--- src/rtl/mem_pkg.sv ---
// mem_pkg: shared constants, client ids and FSM states for the memory arbiter
package mem_pkg;
  localparam int MEM_ADDR_W = 15;
  localparam int MEM_DATA_W = 32;
  localparam logic CL_I = 1'b0;
  localparam logic CL_D = 1'b1;
  typedef enum logic [1:0] {
    ST_IDLE  = 2'd0,
    ST_ISSUE = 2'd1,
    ST_WAIT  = 2'd2,
    ST_RESP  = 2'd3
  } state_t;
endpackage

--- src/rtl/rr_arb2.sv ---
// rr_arb2: two-way round-robin picker; on contention grants the client not granted last
import mem_pkg::*;

module rr_arb2 (
  input  logic [1:0] req_i,
  input  logic       last_i,
  output logic [1:0] gnt_o
);
  always_comb gnt_o = &req_i ? (last_i == CL_D ? 2'b01 : 2'b10) : req_i;
endmodule

--- src/rtl/mem_arbiter.sv ---
// mem_arbiter: merges I-cache reads and D-cache reads/writes onto one memory port
import mem_pkg::*;

module mem_arbiter #(
  parameter int ADDR_W  = MEM_ADDR_W,
  parameter int DATA_W  = MEM_DATA_W,
  parameter int D_FIRST = 1
) (
  input  logic              clk,
  input  logic              rst_n,
  input  logic              i_req,
  input  logic [ADDR_W-1:0] i_addr,
  output logic              i_ack,
  output logic [DATA_W-1:0] i_rdata,
  input  logic              d_re,
  input  logic              d_we,
  input  logic [ADDR_W-1:0] d_addr,
  input  logic [DATA_W-1:0] d_wdata,
  output logic              d_ack,
  output logic [DATA_W-1:0] d_rdata,
  output logic [ADDR_W-1:0] mem_addr,
  output logic              mem_re,
  output logic              mem_we,
  output logic [DATA_W-1:0] mem_wdata,
  input  logic [DATA_W-1:0] mem_rd_data,
  input  logic              mem_rdy,
  output logic              busy
);
  state_t            state_q;
  logic              last_q, owner_q, wr_q, re_q, we_q, i_ack_q, d_ack_q, busy_q;
  logic [ADDR_W-1:0] addr_q;
  logic [DATA_W-1:0] wdata_q, i_rdata_q, d_rdata_q;
  logic [1:0]        gnt_d;
  logic              d_pick_d, wr_d;

  rr_arb2 u_rr (
    .req_i ({d_re | d_we, i_req}),
    .last_i(last_q),
    .gnt_o (gnt_d)
  );

  always_comb begin
    d_pick_d = gnt_d[CL_D];
    wr_d     = d_pick_d & d_we;
  end

  // strobes and acks default low so each is a single-cycle pulse
  always_ff @(posedge clk or negedge rst_n)
    if (!rst_n) begin
      state_q   <= ST_IDLE;
      last_q    <= D_FIRST != 0 ? CL_I : CL_D;
      owner_q   <= CL_I;
      wr_q      <= 1'b0;
      re_q      <= 1'b0;
      we_q      <= 1'b0;
      i_ack_q   <= 1'b0;
      d_ack_q   <= 1'b0;
      busy_q    <= 1'b0;
      addr_q    <= '0;
      wdata_q   <= '0;
      i_rdata_q <= '0;
      d_rdata_q <= '0;
    end else begin
      re_q    <= 1'b0;
      we_q    <= 1'b0;
      i_ack_q <= 1'b0;
      d_ack_q <= 1'b0;
      case (state_q)
        ST_IDLE:
          if (mem_rdy && |gnt_d) begin
            owner_q <= d_pick_d;
            last_q  <= d_pick_d;
            wr_q    <= wr_d;
            re_q    <= ~wr_d;
            we_q    <= wr_d;
            addr_q  <= d_pick_d ? d_addr : i_addr;
            wdata_q <= d_pick_d ? d_wdata : wdata_q;
            busy_q  <= 1'b1;
            state_q <= ST_ISSUE;
          end
        ST_ISSUE: state_q <= ST_WAIT;
        ST_WAIT:
          if (mem_rdy) begin
            if (!wr_q && owner_q == CL_D) d_rdata_q <= mem_rd_data;
            if (!wr_q && owner_q == CL_I) i_rdata_q <= mem_rd_data;
            i_ack_q <= owner_q == CL_I;
            d_ack_q <= owner_q == CL_D;
            state_q <= ST_RESP;
          end
        ST_RESP: begin
          busy_q  <= 1'b0;
          state_q <= ST_IDLE;
        end
      endcase
    end

  assign i_ack     = i_ack_q;
  assign d_ack     = d_ack_q;
  assign i_rdata   = i_rdata_q;
  assign d_rdata   = d_rdata_q;
  assign mem_addr  = addr_q;
  assign mem_re    = re_q;
  assign mem_we    = we_q;
  assign mem_wdata = wdata_q;
  assign busy      = busy_q;
endmodule
--- config.mk ---
export PLATFORM = sky130hd
export DESIGN_NAME = mem_arbiter
export DESIGN_NICKNAME = d
export VERILOG_FILES = /design/src/rtl/mem_pkg.sv /design/src/rtl/rr_arb2.sv /design/src/rtl/mem_arbiter.sv
export SDC_FILE = /design/constraint.sdc
export NUM_CORES = 1
export LEC_CHECK = 0
export BUFFER_PORTS_ARGS = -buffer_cell sky130_fd_sc_hd__buf_2
export CORE_AREA = 2 2 117 108
export CTS_CLUSTER_DIAMETER = 80
export CTS_CLUSTER_SIZE = 30
export DETAILED_ROUTE_END_ITERATION = 8
export DIE_AREA = 0 0 119 110
export HOLD_SLACK_MARGIN = 0.1
export PLACE_DENSITY = 0.83
export SLEW_MARGIN = 10
export SYNTH_ARGS = -nofsm -noshare
export SYNTH_HDL_FRONTEND = slang
export SYNTH_SLANG_ARGS = --single-unit
--- constraint.sdc ---
create_clock -name clk -period 2 [get_ports clk]
set_input_delay 0.2 -clock clk [delete_from_list [all_inputs] [get_ports clk]]
set_output_delay 0.2 -clock clk [all_outputs]
set_load 0.01 [all_outputs]
==> out/results.txt <==
Status - completed
Worst hold slack - 110.5 ps
Reg2reg end - mem_wdata[21]
Worst EP required - 2270 ps
Slowest stage delay, CP - 390 ps
Final Critical Period - 1779 ps
GR Overflow Total - 0
Root buffer cell - clkbuf_16
Mapped cell area - 4995 µm²
Port-buffer cells - 215
TritonCTS clock tree - yes
Drt pass-1 iters - 4
Die area - 13090 µm²
R2R depth - 6
Mapped Cells - 308
RSZ-0062 raised after global routing - false
Die width - 119 µm
Fin nets - 727
Num ports - 216
Critical Path, Cell by Cell - inv_1, ha_1, nand2_1, nor2_2, buf_12, mux2_1
Worst min path class - in -> reg
R2r startpoint - state_q[0]
Core box area - 11840 µm²
Fmax - 0.5620 GHz
Met2 Usage GRT - 0.3686
H-tree depth - 4
Synth Area per Inst - 16.22 µm²
Area of the multi-input gates - 1833 µm²
WL/cell - 16.64 µm
Slew Viols, Final - 0
Largest net degree at the start of global routing - 121
CP Launch Type - register
Clk slew on worst S/H paths - 50 ps
Number of global-route vias before repair - 4105
Mux cell area share after synthesis - 0.2938
Filler Cell Count - 833
MaxCap Viol Count - 0
First-pass GRT wire length - 20620 µm
Placed Cells - 674
Clk_skew - 6.893 ps
Worst path slowest cell - dfrtp_1
CTS Buf Count - 17
WS Path Type - reg -> reg
Post-Synth Simple-Gate Area - 0.02881
Synth cell types - 30
Initial DRC count - 211
Sink Count - 120
CP max FO - 33
All-Layer GR Usage - 0.2054
Headroom to the max-slew limit - 0.5786
Complex-gate fraction of the synthesized area - 0.03557
Final HPWL DP - 8130 µm
Hold Crit Start - d_addr[10]
Routability cong. - 0.7384
Fraction of layout cells with a size suffix above 1 - 0.5039
Fin cells - 797
Max clock buf depth - 2
Synthesized net count - 411
Initial Utilization - 0.4219
FF/Latch Area - 3003 µm²
Final total power - 11.99 mW
Row Count - 38
GR met3 Demand/Resource - 0.06379
Sum Neg Setup Slack - 0 ps
PwrDens - 1542 nW/µm²
Arrival time worst endpoint - 2050 ps
Skew-Pair Late Insertion Delay - 400 ps
Routing usage on met1 - 0.2328
Die H - 110 µm
Buf+Inv Stages, Crit Path - 2
Post-cts resize count - 0
Worst Hold Depth - 3
Final setup violation count - 0
Vias - 3770
Pleak - 3.949 nW
Antenna violations before repair - 0
Hold Violations, Final - 0
Post-route DRC - 0
GR peak layer - met2
R2R setup slack - 220 ps
Flip-flop and latch count after synthesis - 120
Ant diodes - 0
Final WL - 13260 µm
Area grow syn2layout - 55.56%
ANT nets after route - 0
Register area share after synthesis - 0.6012
Xor-xnor portion of the synthesized cell area - 0
Ys Warns - 0
Drt via density - 4.730
Critical Path End Type - register
Main combinational cell family by area after synthesis - multiplexers
CP delay by family, top - flip-flops
Tcrit/Tclk final - 0.8897
Slew at the pin closest to its max-slew limit - 632.1 ps
Peak supply drop - 882.1 µV
Synth Area in Adders - 0.007515
Hold EP - mem_addr[10]
## tightest hold or removal path, cell delays in order
cell and delay (ps):
buf_2 80, mux2i_1 60, o21ai_1 130
## per-stage QoR
step,setup WS (ps),area (µm²),utilization
finish,220.7,7770,0.6563
global route,74.98,7770,0.6563
CTS,17.47,7742,0.6540
detailed placement,134.1,6221,0.5255
global placement,227.1,6221,0.5255
floorplan,329.0,4995,-
## where the power goes
group          total, mW  internal (mW)  switching, mW
sequential          4.34           3.64          0.701
clock               3.14           2.13           1.02
combinational       4.51           2.46           2.05
total               12.0           8.22           3.76
## area by class of cell
class,count,share of cell area
Inverter,3,0.001449
Multi-Input combinational cell,170,0.2359
Sequential cell,120,0.3865
Clock inverter,6,0.01433
Timing Repair Buffer,312,0.2705
Clock buffer,26,0.06554
Tap cell,160,0.02576
## cell usage in the layout (no fill, tap or decap), types with 2 or more instances in the layout
cell	Yosys	routed
a21oi_1	2	2
dfrtp_1	120	120
inv_1	3	3
nor2_1	3	3
bufinv_16	0	3
buf_4	4	3
clkbuf_16	0	17
mux2_2	4	4
nand2_1	19	19
ha_1	3	3
clkbuf_1	1	4
clkbuf_8	0	5
mux2_1	33	33
dlygate4sd3_1	0	90
buf_12	3	4
o21ai_0	7	7
buf_2	3	214
mux2i_1	15	15
mux2_4	60	60
o21ai_1	11	11
## routing by layer
layer,vias up,share of wire
met5,-,0
met2,165,0.53
met1,1872,0.39
li1,1712,-
met3,21,0.060
met4,0,0.016
## cell families after synthesis
kind of cell | after synthesis
compound gates | 25
fa+ha+maj | 3
buf+inv | 18
flops | 120
mux | 112
simple gates | 30
## Yosys cell counts
library cell	n	share of area
nand3_1	1	0.0010
o2bb2ai_4	1	0.0055
and3_4	1	0.0023
a21o_1	1	0.0015
nor2_2	1	0.0013
ha_1	3	0.0075
buf_6	4	0.0090
buf_12	3	0.012
o41ai_1	1	0.0018
buf_2	3	0.0030
inv_1	3	0.0023
o311ai_4	1	0.0053
and2b_1	1	0.0015
mux2_2	4	0.0090
nand2_1	19	0.014
nor2b_1	1	0.0013
a21oi_1	2	0.0020
nor3_2	1	0.0020
dfrtp_1	120	0.60
nand2_2	1	0.0013
nor2_1	3	0.0023
o21ai_1	11	0.011
o21ai_0	7	0.0070
nand2b_2	1	0.0018
mux2_1	33	0.074
clkbuf_1	1	0.00075
buf_4	4	0.0060
o31ai_1	1	0.0015
mux2_4	60	0.18
mux2i_1	15	0.030
## flip-flops by register name, summed over array words and instances, names as in the netlist
signal	cells
owner_q	1
mem_wdata	32
i_ack	1
state_q	2
d_rdata	32
wr_q	1
mem_re	1
mem_we	1
mem_addr	15
i_rdata	32
busy	1
d_ack	1
## timing repair
action,4_1_cts,5_1_grt
setup buffers,0,0
setup endpoints to repair,0,0
hold buffers,90,0
hold endpoints to repair,230,0
## worst max-delay path by stage
stage          startpoint       endpoint  slack [ps]  cells past startpoint
5_1_grt        state_q[0]   mem_wdata[7]          70                      6
6_report       state_q[0]  mem_wdata[21]         220                      6
4_1_cts              d_we           busy          20                      5
3_3_place_gp         d_we           busy         230                      4
3_5_place_dp         d_we           busy         130                      4
2_1_floorplan  state_q[0]    i_rdata[10]         330                      6
(Power assumes the default switching activity.)
